File: config.mk
export PLATFORM = sky130hd
export DESIGN_NAME = vr16_control_unit
export DESIGN_NICKNAME = d
export VERILOG_FILES = /design/src/rtl/vr16_control_unit.sv
export SDC_FILE = /design/constraint.sdc
export NUM_CORES = 1
export LEC_CHECK = 0
export BUFFER_PORTS_ARGS = -buffer_cell sky130_fd_sc_hd__buf_2
export CORE_MARGIN = 2
export CORE_UTILIZATION = 30
export DETAILED_ROUTE_END_ITERATION = 12
export GPL_TIMING_DRIVEN = 1
export PLACE_DENSITY = 0.58
export SETUP_SLACK_MARGIN = 0.3
export SLEW_MARGIN = 20
export SYNTH_ARGS = -nofsm -noshare
export SYNTH_HDL_FRONTEND = slang
export SYNTH_SLANG_ARGS = --single-unit
export TNS_END_PERCENT = 20
File: constraint.sdc
create_clock -name clk -period 6 [get_ports clk]
set_clock_uncertainty 0.2 [all_clocks]
set_input_delay 0.6 -clock clk [delete_from_list [all_inputs] [get_ports clk]]
set_output_delay 0.6 -clock clk [all_outputs]
set_load 0.1 [all_outputs]
File: src/rtl/vr16_control_unit.sv
// VR16 multi-cycle sequencer: fetch -> decode -> execute -> (mem) -> (writeback), owns pc and halt.
// Build option: define VR16_SINGLE_STEP_EN to add a 'step' input that gates each instruction fetch.
module vr16_control_unit #(
    parameter logic [15:0] RESET_PC = 16'h0000,
    parameter int unsigned PC_STEP  = 1
) (
    input  logic        clk,
    input  logic        reset,
`ifdef VR16_SINGLE_STEP_EN
    input  logic        step,
`endif
    output logic        imem_req,
    output logic [15:0] imem_addr,
    input  logic        imem_ack,
    input  logic [15:0] imem_data,
    output logic [15:0] ir,
    input  logic [3:0]  opcode,
    input  logic [3:0]  imm_value,
    input  logic        zero_flag,
    output logic        alu_en,
    output logic        mem_req,
    output logic        mem_we,
    input  logic        mem_ack,
    output logic        rf_we,
    output logic [15:0] pc,
    output logic        halted
);

    typedef enum logic [2:0] {
        S_FETCH     = 3'd0,
        S_DECODE    = 3'd1,
        S_EXECUTE   = 3'd2,
        S_MEM       = 3'd3,
        S_WRITEBACK = 3'd4,
        S_HALT      = 3'd5
    } state_t;

    localparam logic [3:0] OP_NOP   = 4'b0000;
    localparam logic [3:0] OP_LOAD  = 4'b1000;
    localparam logic [3:0] OP_STORE = 4'b1001;
    localparam logic [3:0] OP_LI    = 4'b1010;
    localparam logic [3:0] OP_JMP   = 4'b1011;
    localparam logic [3:0] OP_BEQ   = 4'b1100;
    localparam logic [3:0] OP_HALT  = 4'b1111;

    state_t      state_q, state_d;
    logic [15:0] pc_q, pc_d;
    logic [15:0] ir_q, ir_d;
    logic        is_store_q, is_store_d;

    logic [15:0] pc_seq;
    logic [15:0] pc_rel;
    logic        op_is_alu;
    logic        op_is_mem;
    logic        fetch_enable;
    logic        fetch_done;

    assign pc_seq    = pc_q + 16'(PC_STEP);
    assign pc_rel    = pc_q + {{12{imm_value[3]}}, imm_value};
    assign op_is_alu = (opcode != OP_NOP) && (opcode[3] == 1'b0);
    assign op_is_mem = (opcode == OP_LOAD) || (opcode == OP_STORE);

`ifdef VR16_SINGLE_STEP_EN
    // A step pulse is remembered until the fetch it enables completes; a new pulse wins over the clear.
    logic step_pend_q, step_pend_d;

    assign fetch_enable = step_pend_q;
    assign step_pend_d  = step | (step_pend_q & ~fetch_done);

    always_ff @(posedge clk) begin
        if (!reset) begin
            step_pend_q <= 1'b0;
        end else begin
            step_pend_q <= step_pend_d;
        end
    end
`else
    assign fetch_enable = 1'b1;
`endif

    assign fetch_done = (state_q == S_FETCH) && fetch_enable && imem_ack;

    // State register
    always_ff @(posedge clk) begin
        if (!reset) begin
            state_q    <= S_FETCH;
            pc_q       <= RESET_PC;
            ir_q       <= 16'h0000;
            is_store_q <= 1'b0;
        end else begin
            state_q    <= state_d;
            pc_q       <= pc_d;
            ir_q       <= ir_d;
            is_store_q <= is_store_d;
        end
    end

    // Next-state logic
    always_comb begin
        state_d    = state_q;
        pc_d       = pc_q;
        ir_d       = ir_q;
        is_store_d = is_store_q;
        case (state_q)
            S_FETCH: begin
                if (fetch_done) begin
                    ir_d    = imem_data;
                    state_d = S_DECODE;
                end
            end
            S_DECODE: begin
                state_d = S_EXECUTE;
            end
            S_EXECUTE: begin
                is_store_d = (opcode == OP_STORE);
                if (op_is_alu) begin
                    state_d = S_WRITEBACK;
                end else if (op_is_mem) begin
                    state_d = S_MEM;
                end else begin
                    case (opcode)
                        OP_LI: begin
                            state_d = S_WRITEBACK;
                        end
                        OP_JMP: begin
                            pc_d    = pc_rel;
                            state_d = S_FETCH;
                        end
                        OP_BEQ: begin
                            pc_d    = zero_flag ? pc_rel : pc_seq;
                            state_d = S_FETCH;
                        end
                        OP_HALT: begin
                            state_d = S_HALT;
                        end
                        default: begin
                            // NOP and the reserved opcodes just advance.
                            pc_d    = pc_seq;
                            state_d = S_FETCH;
                        end
                    endcase
                end
            end
            S_MEM: begin
                if (mem_ack) begin
                    if (is_store_q) begin
                        pc_d    = pc_seq;
                        state_d = S_FETCH;
                    end else begin
                        state_d = S_WRITEBACK;
                    end
                end
            end
            S_WRITEBACK: begin
                pc_d    = pc_seq;
                state_d = S_FETCH;
            end
            S_HALT: begin
                state_d = S_HALT;
            end
            default: begin
                state_d = S_FETCH;
            end
        endcase
    end

    // Output decode; only alu_en looks at the decoder's registered opcode.
    always_comb begin
        imem_req = 1'b0;
        alu_en   = 1'b0;
        mem_req  = 1'b0;
        mem_we   = 1'b0;
        rf_we    = 1'b0;
        halted   = 1'b0;
        case (state_q)
            S_FETCH:     imem_req = fetch_enable;
            S_EXECUTE:   alu_en   = op_is_alu | op_is_mem;
            S_MEM: begin
                mem_req = 1'b1;
                mem_we  = is_store_q;
            end
            S_WRITEBACK: rf_we    = 1'b1;
            S_HALT:      halted   = 1'b1;
            default: ;
        endcase
    end

    assign imem_addr = pc_q;
    assign pc        = pc_q;
    assign ir        = ir_q;

endmodule

==> results.json, run 1 <==
{
  "path_common_cell": "nor2_1",
  "routed-wl-met3_um": 305,
  "wl_met2_mm": 3.539,
  "clkTransAtPathRegs_ns": 0.08,
  "relSlewSlack_pct": 45.46,
  "synthTopCellsByArea": "dfxtp_1 26%, nand2_1 10%, a21oi_1 7.8%",
  "cp_cell_sequence": "buf_2 > ha_1 > a21oi_1 > nor2_1 > a2111oi_0 > o21ai_0 > xor2_1 > nor2_1 > o32ai_1",
  "clk_latency_ns": 0.29,
  "cts_hold_buffers": 0,
  "antenna_found_initial": 0,
  "post-place-cells": 547,
  "critical_path_buf_inv_count": 1,
  "hpwl_mm": 5.540,
  "syn_avg_cell_area_um2": 7.085,
  "cts_tree": "built",
  "startpoint_type": "input pin",
  "async_reset_ff_share_pct": 0,
  "rsz0062_at_grt": "no",
  "syn_to_final_growth_pct": 17.48,
  "post_drt_via_cell_ratio": 5.157,
  "fin_crit_ns": 2.851,
  "grt_pass1_vias": 2536,
  "postSynthNetCount": 434,
  "path_class": "in2reg",
  "crit_path_max_fanout": 13,
  "clock-sinks": 36,
  "worstPathArrival_ns": 2.85,
  "grt_pass1_wl_mm": 12.02,
  "ys_seq_area_share_pct": 26.22,
  "clockBufferDepth": 2,
  "min_path_type": "reg2reg",
  "wl_mm": 7.536,
  "yosysWarnings": 0,
  "p_per_area_nw_per_um2": 205.8,
  "h-tree-depth": 2,
  "die_y_um": 99.73,
  "required_ns": 6.00,
  "post_cts_buffers": 0,
  "num_rows": 34,
  "core_area_um2": 8806,
  "final_layout_size_suffix_gt1_share_pct": 21.48,
  "wl_met1_mm": 3.603,
  "dieWidth_um": 99.73,
  "p_leak_nw": 1.432,
  "first_pass_iters": 4,
  "vdd_drop_max_uv": 119.8,
  "setup_viol": 0,
  "drtAntennaViolNets": 0,
  "cts_inserted_buffers": 5,
  "crit_path_end_kind": "flop",
  "ctsResizeCount": 0,
  "synthFlopType": "dfxtp_1",
  "synth_top_area_cell": "dfxtp_1",
  "timing.final.crit_share_pct": 47.52,
  "cpPeakStageDelay_ns": 0.49,
  "post_layout_nonfiller_instances": 555,
  "cp_slowest_cell": "a2111oi_0",
  "diodes": 0,
  "grt.overflow.total": 0,
  "place.gp.congestion": 0.9381,
  "finalSetupTns_ns": 0,
  "start_util_pct": 31.22,
  "maxUsedRoutingLayer": "met4",
  "synthCells": 388,
  "dieArea_um2": 9945,
  "wl_per_cell_um": 13.58,
  "grtUsageTotal_pct": 14.48,
  "n_fill_cell": 963,
  "vias": 2862,
  "drc": 0,
  "worst_pin_slew_ns": 0.8181,
  "synth-edff-count": 0,
  "status": "finished clean",
  "hold_violations": 0,
  "crit_family": "compound AO/OA/AOI/OAI gates",
  "cap_violations": 0,
  "netlist_area_um2": 2749,
  "io_buffer_count": 82,
  "drt-initial-drc-count": 155,
  "root_buffer": "clkbuf_8",
  "grt_max_degree": 34,
  "slew_viol_final": 0,
  "pin_count": 83,
  "ys_ff_latch": 36,
  "fin_nets": 492,
  "max_freq_mhz": 350.7,
  "synth_cell_types": 47,
  "synth_top_cell_area_share_pct": 26.22
}
==> per-layer routing <==
layer	global-route usage, %	vias to the layer above
met4	3.477	0
li1	-	1471
met2	23.96	63
met1	19.73	1320
met5	0	-
met3	2.389	8
==> power by group <==
part / internal (W) / total, W / switching [W] / leakage [nW]
Sequential: 0.000249 / 0.000258 / 0.00000952 / 0.293
Combinational: 0.0000418 / 0.000188 / 0.000146 / 1.09
Clock: 0.000123 / 0.000218 / 0.0000952 / 0.0541
==> state kept, by name (all words and copies together) (netlist names) <==
register,flops
ir,16
is_store_q,1
state_q,3
imem_addr,16
==> tightest hold or removal path: stages, from the launching register on <==
cell and delay, ns:
dfxtp_1 0.31, nand2_1 0.05, a21oi_1 0.05
==> cell usage in the layout, fill, tap and decap left out, types with 2 or more instances in the layout <==
cell	synthesis	layout
o31ai_1	2	2
nor3b_2	2	2
inv_1	12	12
xnor2_1	6	6
nand2b_1	4	4
nor2b_1	5	5
nor2_1	24	24
o211ai_1	3	3
dfxtp_1	36	36
a221oi_1	2	2
nor3_1	7	7
a31oi_1	7	7
nand3_1	20	20
a22oi_1	3	3
and2_1	4	4
nand4_1	7	7
ha_1	16	16
buf_2	3	82
and3_1	7	7
o21ai_0	29	29
a21bo_2	2	2
a21o_1	2	2
nor4_1	2	2
o21ai_1	2	2
clkbuf_8	0	5
or3_1	3	3
a21oi_1	43	43
nand3b_1	3	3
a21boi_0	3	3
o31a_1	3	3
xor2_1	9	9
o2111ai_1	2	2
nand2_1	73	73
==> synthesized netlist by cell type (all sizes together), types with 2 or more instances <==
master   instances
nand2           73
a21oi           43
dfxtp           36
o21ai           31
nor2            24
nand3           20
buf             19
ha              16
clkbuf          13
inv             12
xor2             9
a31oi            7
and3             7
nand4            7
nor3             7
xnor2            6
nor2b            5
and2             4
nand2b           4
a21boi           3
a22oi            3
nand3b           3
nor3b            3
o211ai           3
o31a             3
or3              3
a211oi           2
a21bo            2
a21o             2
a221oi           2
nor4             2
o2111ai          2
o31ai            2
==> area by class of cell <==
| class | count | area, µm² | share of cell area (%) |
|---|---|---|---|
| multi-input combinational | 307 | 1795 | 55.60 |
| sequential | 36 | 720.7 | 22.32 |
| timing repair buffer | 83 | 417.9 | 12.94 |
| tap | 108 | 135.1 | 4.184 |
| clock buffer | 5 | 68.82 | 2.131 |
| inverter | 13 | 48.80 | 1.511 |
| clock inverter | 3 | 42.54 | 1.317 |
==> kinds of logic (layout without fill, tap and decap cells) <==
family,after synthesis,in the layout,share of synthesized area (%)
muxes,1,1,0.3641
DFF,36,36,26.22
adders and majority gates,17,17,8.011
buffers and inverters,45,104,8.466
xor gates and xnor gates,15,15,4.779
and+or+nand+nor,164,164,28.04
AOI/OAI and AO/OA,110,110,24.12
==> path summary, 6_finish.rpt <==
path	cells past startpoint	startpoint	end	slack, ns
max	9	imm_value[3]	imem_addr[11]	3.15
min	2	ir[3]	ir[3]	0.25
max reg2reg	8	imem_addr[6]	imem_addr[11]	3.24
min reg2reg	2	ir[3]	ir[3]	0.25
==> stage by stage <==
step	utilization, %	hold slack [ns]	cell area (µm²)	power, W	setup slack [ns]
5_1_grt	36.67	0.2745	3229	0.0006972	2.955
6_report	36.67	0.2544	3229	0.0006647	3.149
2_1_floorplan	-	0.2682	2749	0.0004160	2.140
3_5_place_dp	35.41	0.2446	3118	0.0004523	2.903
4_1_cts	36.67	0.2562	3229	0.0006719	3.187
3_3_place_gp	35.41	0.2396	3118	0.0004509	3.025
Note: power is estimated with default switching activity, not from simulation.
==> run 2: changes to the inputs <==
Clock period 6 ns to 2.8 ns, I/O delays scaled along.
==> results.json, run 2 (same netlist as run 1, synthesis figures left out) <==
{
  "status": "finished clean",
  "drc": 0,
  "min_path_type": "in2reg",
  "core_area_um2": 8806,
  "final_layout_size_suffix_gt1_share_pct": 25.49,
  "fin_crit_ns": 2.490,
  "io_buffer_count": 82,
  "hold_violations": 0,
  "place_area_um2": 3248,
  "most-common-layout-cells": "82 x buf_2, 73 x nand2_1, 43 x a21oi_1",
  "post_drt_via_cell_ratio": 5.161,
  "h-tree-depth": 2,
  "rsz0062_at_grt": "yes",
  "clkTransAtPathRegs_ns": 0.09,
  "die_y_um": 99.73,
  "diodes": 0,
  "dieArea_um2": 9945,
  "clockBufferDepth": 2,
  "drtAntennaViolNets": 0,
  "cp_slowest_cell": "fa_1",
  "post-place-cells": 563,
  "clock-sinks": 36,
  "crit_path_max_fanout": 5,
  "vias": 2947,
  "maxUsedRoutingLayer": "met4",
  "drt-initial-drc-count": 185,
  "worst_pin_slew_ns": 0.5673,
  "cts_hold_buffers": 0,
  "p_leak_nw": 1.508,
  "routed-wl-met3_um": 319,
  "grt_max_degree": 33,
  "clk_latency_ns": 0.29,
  "crit_path_end_kind": "flop",
  "final_common_cell": "buf_2",
  "pin_count": 83,
  "timing.final.crit_share_pct": 88.93,
  "fin_nets": 508,
  "syn_to_final_growth_pct": 21.94,
  "p_per_area_nw_per_um2": 406.9,
  "required_ns": 2.79,
  "wl_mm": 8.164,
  "cts_tree": "built",
  "startpoint_type": "flop",
  "grt.overflow.total": 0,
  "final_cell_area_um2": 3352,
  "cpPeakStageDelay_ns": 0.41,
  "dieWidth_um": 99.73,
  "grt_pass1_vias": 2684,
  "root_buffer": "clkbuf_8",
  "relSlewSlack_pct": 62.18,
  "num_rows": 34,
  "place.gp.congestion": 0.8973,
  "reg2reg_depth": 10,
  "hold_depth": 3,
  "cap_violations": 0,
  "path_class": "reg2reg",
  "vdd_drop_max_uv": 242.3,
  "post-route-util_pct": 38.06,
  "cts_inserted_buffers": 5,
  "worstPathArrival_ns": 2.48,
  "grtUsageTotal_pct": 16.23,
  "first_pass_iters": 4,
  "wl_per_cell_um": 14.30,
  "slew_viol_final": 0,
  "wl_met2_mm": 4.001,
  "post_layout_nonfiller_instances": 571,
  "wl_met1_mm": 3.786,
  "max_freq_mhz": 401.6,
  "total_power_w": 0.001364,
  "antenna_found_initial": 0,
  "start_util_pct": 31.22,
  "setup_viol": 0,
  "cp_cell_sequence": "ha_1 > inv_1 > fa_1 > nor2b_2 > o2111ai_1 > nand3b_1 > a31oi_1 > xor2_1 > nor2_1 > o31a_1",
  "grt_pass1_wl_mm": 13.19,
  "hpwl_mm": 6.155
}
[run 2: final cells by class]
type	count	area (µm²)
Clock inverter	3	23.77
Sequential cell	36	721.9
Tap cell	108	135.1
Inverter	13	48.80
Fill cell	950	5454
Timing Repair Buffer	99	538.0
Clock buffer	5	68.82
Multi-Input combinational cell	307	1815
[run 2: power breakdown]
part / switching [W] / leakage (nW) / internal [W]
Clock: 0.000219 / 0.0404 / 0.000177
Combinational: 0.000323 / 1.17 / 0.0000968
Sequential: 0.0000159 / 0.294 / 0.000533
[run 2: layer usage]
| layer | track usage (%) | vias up |
|---|---|---|
| met1 | 21.25 | 1365 |
| met4 | 2.845 | 0 |
| met2 | 28.64 | 76 |
| li1 | - | 1502 |
| met3 | 2.389 | 4 |
| met5 | 0 | - |
[run 2: worst max-delay path: cells and delay by family, from the launching register on]
family	cells	cell delay, ns
compound gates	3	0.56
xor+xnor	1	0.16
fa+ha+maj	2	0.60
buf+inv	1	0.06
flops	1	0.34
simple gates	3	0.45
[run 2: worst paths after layout]
check	start	to	slack, ns
max	imem_addr[0]	imem_addr[14]	0.31
max reg2reg	imem_addr[0]	imem_addr[14]	0.31
min	imem_data[11]	ir[11]	0.009
min reg2reg	ir[11]	ir[11]	0.26
[run 2: timing repair]
| item | in CTS | in global routing |
|---|---|---|
| buffers inserted | 0 | 0 |
| endpoints found under the hold margin | 0 | 0 |
| setup endpoints to repair | 1 | 11 |
| pin swaps | 2 | 1 |
| resized for setup | 1 | 5 |
[run 2: metrics by stage]
step / setup WS (ns) / setup TNS, ns / hold slack (ns)
floorplan: -0.4055 / -5.430 / 0.2160
global placement: 0.1301 / 0 / 0.2394
detailed placement: 0.1184 / 0 / 0.2487
CTS: 0.3009 / 0 / 0.002269
global route: 0.1799 / 0 / 0.004244
finish: 0.3099 / 0 / 0.009414
